$ cat src/rtl/apb_loader_pkg.sv
// Shared types and constants for the APB image loader.
package apb_loader_pkg;

  localparam int unsigned START_ADDR  = 0;
  localparam int unsigned ITERATION   = 4096;
  localparam int unsigned PIXEL_WIDTH = 8;

  typedef enum logic [3:0] {
    StIdle,
    StWaitPx,
    StWSetup,
    StWAccess,
    StRSetup,
    StRAccess,
    StSSetup,
    StSAccess,
    StWaitDone,
    StCSetup,
    StCAccess,
    StReport
  } loader_state_e;

  typedef enum logic [1:0] {
    PhIdle,
    PhSetup,
    PhAccess
  } phase_e;

endpackage

$ cat src/rtl/apb_master_phase.sv
// Two-cycle APB SETUP/ACCESS sequencer; a request latches address, data and direction.
module apb_master_phase
  import apb_loader_pkg::*;
#(
  parameter int unsigned AddrW = 13,
  parameter int unsigned DataW = 24
) (
  input  logic             clk_i,
  input  logic             rst_ni,
  input  logic             req_i,
  input  logic             write_i,
  input  logic [AddrW-1:0] addr_i,
  input  logic [DataW-1:0] data_i,
  output logic             done_o,
  output logic             psel_o,
  output logic             penable_o,
  output logic             pwrite_o,
  output logic [AddrW-1:0] paddr_o,
  output logic [DataW-1:0] pwdata_o
);

  phase_e             phase_q, phase_d;
  logic               pwrite_q;
  logic [AddrW-1:0]   paddr_q;
  logic [DataW-1:0]   pwdata_q;

  // A request during ACCESS chains straight into the next SETUP.
  always_comb begin
    phase_d = PhIdle;
    unique case (phase_q)
      PhSetup: phase_d = PhAccess;
      default: phase_d = req_i ? PhSetup : PhIdle;
    endcase
  end

  always_ff @(posedge clk_i) begin
    if (!rst_ni) begin
      phase_q  <= PhIdle;
      pwrite_q <= 1'b0;
      paddr_q  <= '0;
      pwdata_q <= '0;
    end else begin
      phase_q <= phase_d;
      if (phase_d == PhSetup) begin
        pwrite_q <= write_i;
        paddr_q  <= addr_i;
        pwdata_q <= data_i;
      end
    end
  end

  assign psel_o    = (phase_q != PhIdle);
  assign penable_o = (phase_q == PhAccess);
  assign done_o    = (phase_q == PhAccess);
  assign pwrite_o  = pwrite_q;
  assign paddr_o   = paddr_q;
  assign pwdata_o  = pwdata_q;

endmodule

$ cat src/rtl/apb_image_loader.sv
// APB initiator loading an image into the CatRecognizer and reporting its verdict.
// Define READBACK_VERIFY_EN to read back every pixel word and flag mismatches on err.
module apb_image_loader #(
  parameter int unsigned AMBA_WORD       = 24,
  parameter int unsigned AMBA_ADDR_DEPTH = 12,
  parameter int unsigned PIXEL_WIDTH     = apb_loader_pkg::PIXEL_WIDTH,
  parameter int unsigned ITERATION       = apb_loader_pkg::ITERATION,
  parameter int unsigned START_ADDR      = apb_loader_pkg::START_ADDR
) (
  input  logic                     clk,
  input  logic                     rst,
  input  logic                     start,
  input  logic                     px_valid,
  input  logic [AMBA_WORD-1:0]     px_data,
  output logic                     px_ready,
  output logic                     PSEL,
  output logic                     PENABLE,
  output logic                     PWRITE,
  output logic [AMBA_ADDR_DEPTH:0] PADDR,
  output logic [AMBA_WORD-1:0]     PWDATA,
  input  logic [AMBA_WORD-1:0]     PRDATA,
  input  logic                     CatRecOut,
  input  logic                     done_flag,
  output logic                     busy,
  output logic                     result_valid,
  output logic                     cat_result,
  output logic                     err
);
  import apb_loader_pkg::*;

  localparam int unsigned      AddrW     = AMBA_ADDR_DEPTH + 1;
  localparam logic [AddrW-1:0] LastAddr  = AddrW'(ITERATION);
  localparam logic [AddrW-1:0] StartAddr = AddrW'(START_ADDR);

  loader_state_e          state_q, state_d;
  logic [AddrW-1:0]       cnt_q, cnt_d;
  logic [AMBA_WORD-1:0]   word_q, word_d;
  logic                   cat_q, cat_d;

  logic                   req, req_write, ph_done;
  logic [AddrW-1:0]       req_addr;
  logic [AMBA_WORD-1:0]   req_data;

  logic [PIXEL_WIDTH-1:0] unused_p1;
  assign unused_p1 = px_data[PIXEL_WIDTH-1:0];

  always_comb begin
    state_d   = state_q;
    cnt_d     = cnt_q;
    word_d    = word_q;
    cat_d     = cat_q;
    req       = 1'b0;
    req_write = 1'b1;
    req_addr  = cnt_q;
    req_data  = word_q;
    unique case (state_q)
      StIdle:   if (start) state_d = StWaitPx;
      StWaitPx: begin
        if (px_valid) begin
          word_d   = px_data;
          req      = 1'b1;
          req_data = px_data;
          state_d  = StWSetup;
        end
      end
      StWSetup: state_d = StWAccess;
`ifdef READBACK_VERIFY_EN
      StWAccess: begin
        if (ph_done) begin
          req       = 1'b1;
          req_write = 1'b0;
          state_d   = StRSetup;
        end
      end
      StRSetup: state_d = StRAccess;
      StRAccess: begin
`else
      StWAccess: begin
`endif
        // Last word chains directly into the start-register write.
        if (ph_done) begin
          if (cnt_q == LastAddr) begin
            req      = 1'b1;
            req_addr = StartAddr;
            req_data = AMBA_WORD'(1);
            state_d  = StSSetup;
          end else begin
            cnt_d   = cnt_q + AddrW'(1);
            state_d = StWaitPx;
          end
        end
      end
      StSSetup:  state_d = StSAccess;
      StSAccess: if (ph_done) state_d = StWaitDone;
      StWaitDone: begin
        if (done_flag) begin
          cat_d    = CatRecOut;
          req      = 1'b1;
          req_addr = StartAddr;
          req_data = '0;
          state_d  = StCSetup;
        end
      end
      StCSetup:  state_d = StCAccess;
      StCAccess: if (ph_done) state_d = StReport;
      StReport: begin
        cnt_d   = AddrW'(1);
        state_d = StIdle;
      end
      default: state_d = StIdle;
    endcase
  end

  always_ff @(posedge clk) begin
    if (!rst) begin
      state_q <= StIdle;
      cnt_q   <= AddrW'(1);
      word_q  <= '0;
      cat_q   <= 1'b0;
    end else begin
      state_q <= state_d;
      cnt_q   <= cnt_d;
      word_q  <= word_d;
      cat_q   <= cat_d;
    end
  end

`ifdef READBACK_VERIFY_EN
  logic err_q, err_d;

  always_comb begin
    err_d = err_q;
    if (state_q == StRAccess && PRDATA != word_q) err_d = 1'b1;
  end

  always_ff @(posedge clk) begin
    if (!rst) err_q <= 1'b0;
    else      err_q <= err_d;
  end

  assign err = err_q;
`else
  logic unused_prdata;
  assign unused_prdata = ^PRDATA;
  assign err           = 1'b0;
`endif

  apb_master_phase #(
    .AddrW (AddrW),
    .DataW (AMBA_WORD)
  ) u_phase (
    .clk_i     (clk),
    .rst_ni    (rst),
    .req_i     (req),
    .write_i   (req_write),
    .addr_i    (req_addr),
    .data_i    (req_data),
    .done_o    (ph_done),
    .psel_o    (PSEL),
    .penable_o (PENABLE),
    .pwrite_o  (PWRITE),
    .paddr_o   (PADDR),
    .pwdata_o  (PWDATA)
  );

  assign px_ready     = (state_q == StWaitPx);
  assign busy         = (state_q != StIdle);
  assign result_valid = (state_q == StReport);
  assign cat_result   = cat_q;

endmodule

$ cat config.mk
export PLATFORM = sky130hd
export DESIGN_NAME = apb_image_loader
export DESIGN_NICKNAME = d
export VERILOG_FILES = /design/src/rtl/apb_loader_pkg.sv /design/src/rtl/apb_master_phase.sv /design/src/rtl/apb_image_loader.sv
export SDC_FILE = /design/constraint.sdc
export NUM_CORES = 1
export LEC_CHECK = 0
export BUFFER_PORTS_ARGS = -buffer_cell sky130_fd_sc_hd__buf_2
export CORE_ASPECT_RATIO = 0.5
export CORE_UTILIZATION = 30
export DETAILED_ROUTE_END_ITERATION = 8
export PLACE_DENSITY_LB_ADDON = 0.05
export SYNTH_ARGS = -nofsm -noshare
export SYNTH_HDL_FRONTEND = slang
export SYNTH_SLANG_ARGS = --single-unit
export TNS_END_PERCENT = 20
$ cat constraint.sdc
create_clock -name clk -period 3.24 [get_ports clk]
set_input_delay 0.486 -clock clk [delete_from_list [all_inputs] [get_ports clk]]
set_output_delay 0.486 -clock clk [all_outputs]
set_load 0.02 [all_outputs]
# Yosys cells after proc, flatten, opt, wreduce, memory -nomap -nowiden
# Index checks and enable logic that the tools add are counted.
# totals
regBits	82
output_inout_bits	45
# op_classes
add_sub_neg	1
eq_ne	20
muxes	27
reduce_logical	7
# op_table
operator	n
$mux 24	4
$pmux 24 s3	1
$mux 13	5
$pmux 13 s2	2
$pmux 4 s9	1
$mux 4	6
$eq 4x4->1 const B	4
$ne 2x2->1 const B	7
$add 13x1->13 const B	1
$eq 13x13->1 const B	1
$eq 4x2->1 const B	2
$eq 4x3->1 const B	2
$reduce_and 6->1	1
$mux 1	5
$eq 2x1->1 const B	2
$eq 4x1->1 const B	1
$logic_not 4->1	1
$reduce_bool 2->1	2
$reduce_bool 4->1	1
$mux 3	1
$pmux 1 s3	1
$reduce_and 3->1	1
$eq 2x2->1 const B	1
$mux 2	1
$reduce_and 2->1	1

# Depth between registers and ports, before layout
# Gate-level depths: netlist of run 1.
# logic_depth
ltp_word	7
depth_mapped	8
depth_no_buf	6

# Modules after synthesis
# A second synthesis of run 1 with hierarchy kept.
# hier_totals
hier_cells	474
hier_area_um2	3980.1
# modules_own_cells
module	instances	cells_each	area_each_um2	seq_area_each_um2
apb_image_loader	1	300	2392.3	840.8
apb_master_phase	1	174	1587.8	800.8

# Least setup slack after synthesis of run 1
# OpenSTA, ideal clock, no wires.
# synth_timing
kind	reg-to-reg
startpoint	register state_q[2]
endpoint	register state_q[0]
setup_ns	0.120
t_arrival_ns	2.018
slack_ns	1.103
path_stages_with_launch	6
period_less_slack_ns	2.137
path_cell_list	dfxtp_1 -> buf_2 -> nor4b_1 -> a22o_1 -> nor3_1 -> o31a_1
# synth_via
elab_chain_cells	3
elab_cells_between_ends	17
# synth_lines
element	line_no	text
start: declaration	apb_image_loader.sv:35	loader_state_e state_q, state_d;
start signal: assignment	apb_image_loader.sv:116	state_q <= StIdle;
start signal: assignment	apb_image_loader.sv:121	state_q <= state_d;
$eq 4x1->1 (*)	n/a	
via px_ready	apb_image_loader.sv:15	output logic px_ready,
$ne 2x2->1 (no line)	n/a	
$reduce_and 6->1 (no line)	n/a	
# The timed path passes the listed nets; every way through them passes the cells marked *.
# A chain may end at the register's enable or synchronous reset.

# Final worst setup path of run 1
# layout_timing
startpoint	register u_phase.phase_q[0]
endpoint	register u_phase.pwdata_q[13] (netlist: u_phase.pwdata_o[13])
# layout_via
elab_chain_cells	6
elab_cells_between_ends	9
# layout_lines
element	line_no	text
start: declaration	apb_master_phase.sv:22	phase_e phase_q, phase_d;
start signal: assignment	apb_master_phase.sv:38	phase_q <= PhIdle;
start signal: assignment	apb_master_phase.sv:43	phase_q <= phase_d;
$eq 2x2->1	apb_master_phase.sv:54	assign done_o = (phase_q == PhAccess);
$mux 1	apb_image_loader.sv:81	if (ph_done) begin
$pmux 1 s3	apb_image_loader.sv:56	unique case (state_q)
$mux 1	apb_master_phase.sv:32	default: phase_d = req_i ? PhSetup : PhIdle;
$mux 2	apb_master_phase.sv:30	unique case (phase_q)
$eq 2x1->1	apb_master_phase.sv:44	if (phase_d == PhSetup) begin
end signal: assignment	apb_master_phase.sv:47	pwdata_q <= data_i;
end: declaration	apb_master_phase.sv:25	logic [DataW-1:0] pwdata_q;
# Parallel ways exist; a longest one is shown, timed or not.

==> flow_summary_export.csv, run 1 <==
group,metric,value,unit
grt,grt_antenna_before_repair,0,
timing,clock-skew-final,0.007396,ns
floorplan,die-area,10010,um^2
setup_path,worstPathMaxFanout,17,
route,drcViolationCount,0,
timing,setup_violations,0,
setup_path,worstPathBufferInverterCount,2,
grt,grt_pass1_vias,2596,
clocking,worst_setup_hold_path_clk_slew,0.05,ns
timing,period_needed,2.406,ns
setup_path,cp.arrival,2.65,ns
timing,finalMaxSlewViolations,0,
yosys,synth_top_area_cell,"dfxtp_1",
floorplan,die-height,71.24,um
clocking,clock_buffer_depth,2,
clocking,cts.repair.resized,0,
placed_design,finalWeightedCongestion,0.8266,
setup_path,timing.reg2reg.worst_path_depth,6,
timing,setup_total_negative_slack,0,ns
clocking,clock_sinks,58,
hold_path,hold-path-cell-count,3,
floorplan,fp.coreArea,9009,um^2
yosys,post_synth_main_area_contributors,"dfxtp_1 40%, mux2i_1 13%, nand3_1 6.6%, nand2_1 6.0%, a21oi_1 2.1%",
hold_path,worstHoldPathType,"input port to register",
timing,timing_worst_slew_pin_value,0.7609,ns
route,drt-pass1-iter-count,4,
final_layout,antenna_cells,0,
route,routed_via_density,4.996,
yosys,synth_enable_flop_cells,0,
placed_design,post-dp-hpwl,5.326,mm
timing,period_share,74.26,%
floorplan,boundaryPins,99,
route,wl_per_cell,14.10,um
job,cap_viol_max_count,0,
timing,hold_violations,0,
clocking,post-cts-setup-buffers,0,
yosys,avgSynthCellArea,8.561,um^2
hold_path,worst_hold_path.endpoint,"u_phase.pwdata_o[22]",
grt,global_route.usage.total,15.96,%
yosys,yosys-top-cells-count,"58 x dfxtp_1, 46 x nand2_1, 38 x mux2i_1, 38 x nand3_1, 16 x clkbuf_1",
clocking,cts_hold_buf,0,
final_layout,final_core_utilization,40.21,%
placed_design,place.port_buffers,73,
route,drt_iter0_markers,116,
setup_path,crit_path_cell_trace,"nand2b_1, inv_1, and4_1, o221ai_4, buf_4, mux2i_1",
pwr,total_leakage_power,0.001668,uW
yosys,yosys_warnings,0,
yosys,number_of_flip_flops_and_latches_in_the_synthesized_netlist,58,
setup_path,worst-setup-path-type,"register to register",
setup_path,reg2reg_to,"u_phase.pwdata_o[13]",
outcome,status,"complete, no violations",
timing,max_freq,0.4156,GHz
yosys,syn_area,2877,um^2
route,totalWireLength,7.347,mm
clocking,cts_inserted_buffers,9,
clocking,cts_root_buf,"clkbuf_16",
grt,global_route_wire_length_before_repair,12.52,mm
pwr,power.ir.vdd_worst,284.3,uV
timing,grt_setup_unrepaired,"false",
yosys,postSynthNetCount,392,
yosys,ys_dominant_reg_cell,"dfxtp_1",
setup_path,crit_path_start_kind,"register",
setup_path,critical_path.top_delay_family,"buffers and inverters",
route,route.vias.total,2603,
yosys,ys_types,52,
route,postRouteAntennaNets,0,
pwr,pwr_density_cell,550.0,nW/um^2
setup_path,required,3.49,ns
setup_path,worstReg2RegStart,"u_phase.phase_q[0]",
final_layout,flow.area_growth_from_synthesis,25.92,%
setup_path,crit_path_end_kind,"register",
yosys,postSynth.asyncResetShare,0,%
clocking,cts_tree,"done",
pwr,power_consumption,1992,uW
setup_path,regToRegSetupSlack,0.83,ns
timing,max_slew_margin,49.28,%
yosys,postSynthCellCount,336,
clocking,worstSkewPairLatency,0.33,ns
hold_path,worstHoldStart,"px_data[22]",
yosys,synth-seq-area-share,40.37,%
floorplan,row_count,24,
setup_path,cp_max_delay_cell,"o221ai_4",
final_layout,drive_gt1_share,25.74,%
grt,overflow,0,
timing,holdWs,0.4151,ns
floorplan,floorplan.initialDensity,31.93,%
clocking,htree_levels,3,
setup_path,critical_path.max_stage_delay,0.59,ns
grt,pin_count_of_the_biggest_net_entering_global_routing,65,
final_layout,fin_nets,455,
yosys,yosys.cell_count.top_type,"dfxtp_1",
floorplan,die-width,140.5,um
yosys,netlist.area_leader.share,40.37,%
-- kinds of logic (layout without fill, tap and decap cells) --
logic type / count (synthesis) / after routing / synth area share [%]
muxes: 39 / 39 / 13.61
AOI/OAI and AO/OA: 49 / 49 / 11.74
xor gates and xnor gates: 2 / 2 / 0.6091
DFF: 58 / 58 / 40.37
other: 1 / 1 / 0.1304
buffers and inverters: 43 / 111 / 6.525
and+or+nand+nor: 142 / 142 / 26.14
adders and majority gates: 2 / 2 / 0.8698
-- worst reg2reg max path, delay by kind of cell, from the launching register on --
| kind | cells | cell delay (ns) |
|---|---|---|
| buffers and inverters | 2 | 0.59 |
| DFF | 1 | 0.37 |
| muxes | 1 | 0.22 |
| and+or+nand+nor | 2 | 0.55 |
| AOI/OAI and AO/OA | 1 | 0.59 |
-- metrics by stage --
stage	cells	cell area (um^2)	setup slack, ns
final	521	3622	0.8340
after global routing	521	3622	0.6504
after CTS	521	3622	0.8128
after detailed placement	505	3327	0.8145
after global placement	505	3327	0.8910
after floorplan	336	2877	1.103
-- cell type report --
class	count	area, um^2
clock buffers	10	229.0
clock inverters	6	66.31
fillers	932	5386
inverters	15	56.30
multi-input cells	235	1545
flip-flops and latches	58	1161
well taps	117	146.4
repair buffers	80	417.9
-- power by group --
group          switching, uW  internal [uW]  total, uW
combinational            180            115        294
clock                    329            595        925
sequential              45.6            728        773
-- state kept, by name, indices dropped and copies added, names as in the netlist --
signal	cells
cat_result	1
u_phase.pwrite_o	1
cnt_q	13
u_phase.paddr_o	13
u_phase.pwdata_o	24
u_phase.phase_q	2
state_q	4
-- layer usage --
layer	vias to the layer above	routed length, um	share of wire [%]	track usage, %
met5	-	0	0	0
met4	0	31	0.42	5.918
met3	2	320	4.4	4.880
met2	55	3305	45	25.83
met1	1218	3689	50	20.31
li1	1328	-	-	-
-- how the worst max path moves through the flow --
stage | cells past startpoint | from | end
after CTS | 6 | u_phase.phase_q[0] | u_phase.pwdata_o[7]
final | 6 | u_phase.phase_q[0] | u_phase.pwdata_o[13]
after detailed placement | 6 | u_phase.phase_q[0] | u_phase.pwdata_o[7]
after global routing | 6 | u_phase.phase_q[0] | u_phase.pwdata_o[17]
after floorplan | 5 | state_q[2] | state_q[0]
after global placement | 6 | u_phase.phase_q[0] | u_phase.pwdata_o[6]
-- placed cells by master (no fill, tap or decap), drive strengths merged, types with 3 or more instances in the layout --
| cell | synthesis | routed |
|---|---|---|
| a221oi | 3 | 3 |
| or3 | 4 | 4 |
| and2 | 6 | 6 |
| a21oi | 12 | 12 |
| and3 | 3 | 3 |
| o21ai | 10 | 10 |
| inv | 15 | 16 |
| nor2 | 9 | 9 |
| and4 | 3 | 3 |
| clkbuf | 16 | 10 |
| mux2i | 38 | 38 |
| nand2 | 46 | 46 |
| nand4 | 8 | 8 |
| buf | 12 | 80 |
| nand2b | 6 | 6 |
| nor3 | 3 | 3 |
| o31ai | 3 | 3 |
| nand3 | 38 | 38 |
| clkinvlp | 0 | 3 |
| nor4b | 5 | 5 |
| a211oi | 4 | 4 |
| dfxtp | 58 | 58 |
No activity file was read; power rests on OpenSTA's default activity.
==> inputs of run 2 (changes only) <==
==> constraint.sdc (replaced) <==
create_clock -name clk -period 2.3 [get_ports clk]
set_input_delay 0.345 -clock clk [delete_from_list [all_inputs] [get_ports clk]]
set_output_delay 0.345 -clock clk [all_outputs]
set_load 0.02 [all_outputs]
==> run 2 against run 1 <==
Against the previous run:
- clock-buffer cell count up 2
- via count rose by 2.1%
- sequential power is 36% higher
- routed wire length up 2.5%
- sequential share of layout area fell by 0.91 points
- sequential cell count unchanged
- combinational power is 67% higher
- total power increased by 43%
- highest routed layer unchanged
==> flow_summary_export.csv, run 2 (synthesis gave the netlist of run 1 again) <==
group,metric,value,unit
outcome,status,"complete, no violations",
final_layout,flow.area_growth_from_synthesis,29.62,%
route,postRouteAntennaNets,0,
route,totalWireLength,7.529,mm
final_layout,finish.instance_area,3729,um^2
final_layout,mostFrequentLayoutCell,"buf_2",
route,m1WireLength,3.631,mm
final_layout,fillerInstances,919,
setup_path,reg2reg_to,"u_phase.paddr_o[3]",
setup_path,worstReg2RegStart,"cnt_q[0]",
setup_path,crit_path_end_kind,"register",
setup_path,worstPathMaxFanout,20,
route,wl_per_cell,14.15,um
floorplan,floorplan.initialDensity,31.93,%
clocking,cts_hold_buf,0,
hold_path,worstHoldPathType,"input port to register",
setup_path,worstPathBufferInverterCount,2,
setup_path,cp_max_delay_cell,"dfxtp_1",
final_layout,final_core_utilization,41.39,%
setup_path,cp.arrival,2.25,ns
pwr,power.ir.vdd_worst,336.8,uV
hold_path,hold-path-cell-count,3,
route,met2_wirelength,3.417,mm
clocking,post-cts-setup-buffers,0,
timing,holdWs,0.2709,ns
setup_path,crit_path_cell_trace,"inv_1, ha_1, nor4b_2, and4_1, o221ai_4, buf_12, mux2i_1",
timing,setup_violations,0,
setup_path,required,2.56,ns
route,drt-pass1-iter-count,4,
setup_path,timing.reg2reg.worst_path_depth,7,
route,route.met3.wl,408,um
final_layout,final_cell_mix,"73 x buf_2, 58 x dfxtp_1, 46 x nand2_1",
final_layout,drive_gt1_share,27.47,%
final_layout,antenna_cells,0,
floorplan,boundaryPins,99,
setup_path,crit_path_start_kind,"register",
clocking,clock_buffer_depth,2,
clocking,cts_root_buf,"clkbuf_16",
pwr,pwr_density_cell,761.7,nW/um^2
timing,timing_worst_slew_pin_value,0.6157,ns
grt,global_route_wire_length_before_repair,12.66,mm
clocking,htree_levels,3,
route,topRoutingLayerUsed,"met4",
grt,global_route.usage.total,16.31,%
timing,period_share,86.72,%
timing,hold_violations,0,
timing,max_freq,0.5014,GHz
setup_path,critical_path.top_delay_family,"simple AND/OR/NAND/NOR gates",
placed_design,place.port_buffers,73,
placed_design,dpl-instance-area,3442,um^2
final_layout,finalNonFillerCells,532,
setup_path,critPathLaunch,"cnt_q[0]",
setup_path,critical_path.max_stage_delay,0.40,ns
route,route.vias.total,2658,
floorplan,die-area,10010,um^2
final_layout,largest_reg_flops,24,
floorplan,die-width,140.5,um
route,drt_iter0_markers,78,
hold_path,worstHoldStart,"px_data[10]",
clocking,worstSkewPairLatency,0.33,ns
grt,grt_pass1_vias,2543,
hold_path,worst_hold_path.endpoint,"u_phase.pwdata_o[10]",
grt,grt_antenna_before_repair,0,
floorplan,row_count,24,
job,cap_viol_max_count,0,
timing,period_needed,1.995,ns
timing,clock-skew-final,0.006251,ns
pwr,total_leakage_power,0.001752,uW
final_layout,fin_nets,467,
placed_design,post-dp-hpwl,5.671,mm
route,routed_via_density,4.996,
clocking,worst_setup_hold_path_clk_slew,0.05,ns
setup_path,regToRegSetupSlack,0.31,ns
grt,pin_count_of_the_biggest_net_entering_global_routing,61,
setup_path,worst-setup-path-type,"register to register",
placed_design,numPlacedInstances,517,
timing,finalMaxSlewViolations,0,
grt,overflow,0,
clocking,clock_sinks,58,
floorplan,die-height,71.24,um
timing,max_slew_margin,57.89,%
clocking,cts.repair.resized,0,
clocking,cts_tree,"done",
clocking,cts_inserted_buffers,9,
floorplan,fp.coreArea,9009,um^2
route,drcViolationCount,0,
placed_design,finalWeightedCongestion,0.8208,
timing,setup_total_negative_slack,0,ns
timing,grt_setup_unrepaired,"false",
run 2: changes by cell type in the layout (fill, tap and decap cells not counted), sizes merged:
cell	previous run	this run
clkinvlp	3	0
clkinv	1	2
buf	80	92
clkbuf	10	12
inv	16	15
run 2: worst max-delay path by stage:
stage | endpoint | depth (start not counted)
finish | u_phase.paddr_o[3] | 7
global route | u_phase.paddr_o[7] | 7
CTS | u_phase.paddr_o[3] | 7
detailed placement | u_phase.paddr_o[3] | 7
global placement | u_phase.paddr_o[7] | 7
floorplan | state_q[0] | 5
run 2: area by class of cell:
cell class,instances,area (um^2),area share [%]
Sequential cell,58,1161,31.14
Tap cell,117,146.4,3.926
Multi-Input combinational cell,235,1545,41.44
Timing Repair Buffer,92,533.0,14.30
Clock buffer,12,246.5,6.611
Inverter,15,56.30,1.510
Clock inverter,3,40.04,1.074
run 2: stage by stage:
| step | power, uW | worst slack (ns) |
|---|---|---|
| after floorplan | 1403 | 0.1626 |
| after global placement | 1560 | 0.3345 |
| after detailed placement | 1568 | 0.2882 |
| after CTS | 2885 | 0.2738 |
| after global routing | 2987 | 0.1778 |
| final | 2840 | 0.3054 |
run 2: metal layers:
layer / track usage, % / vias to the layer above
met5: 0 / -
met4: 5.072 / 0
met3: 5.615 / 7
met2: 26.94 / 55
met1: 20.29 / 1250
li1: - / 1346
run 2: tightest hold or removal path: stages:
cell     delay, ns
buf_2         0.09
nand3_1       0.05
mux2i_1       0.05
run 2: where the power goes:
part	switching, uW	internal [uW]	leakage (uW)
Clock	441	857	0.000142
Sequential	25.5	1030	0.000467
Combinational	297	194	0.00114
Total	763	2080	0.00175
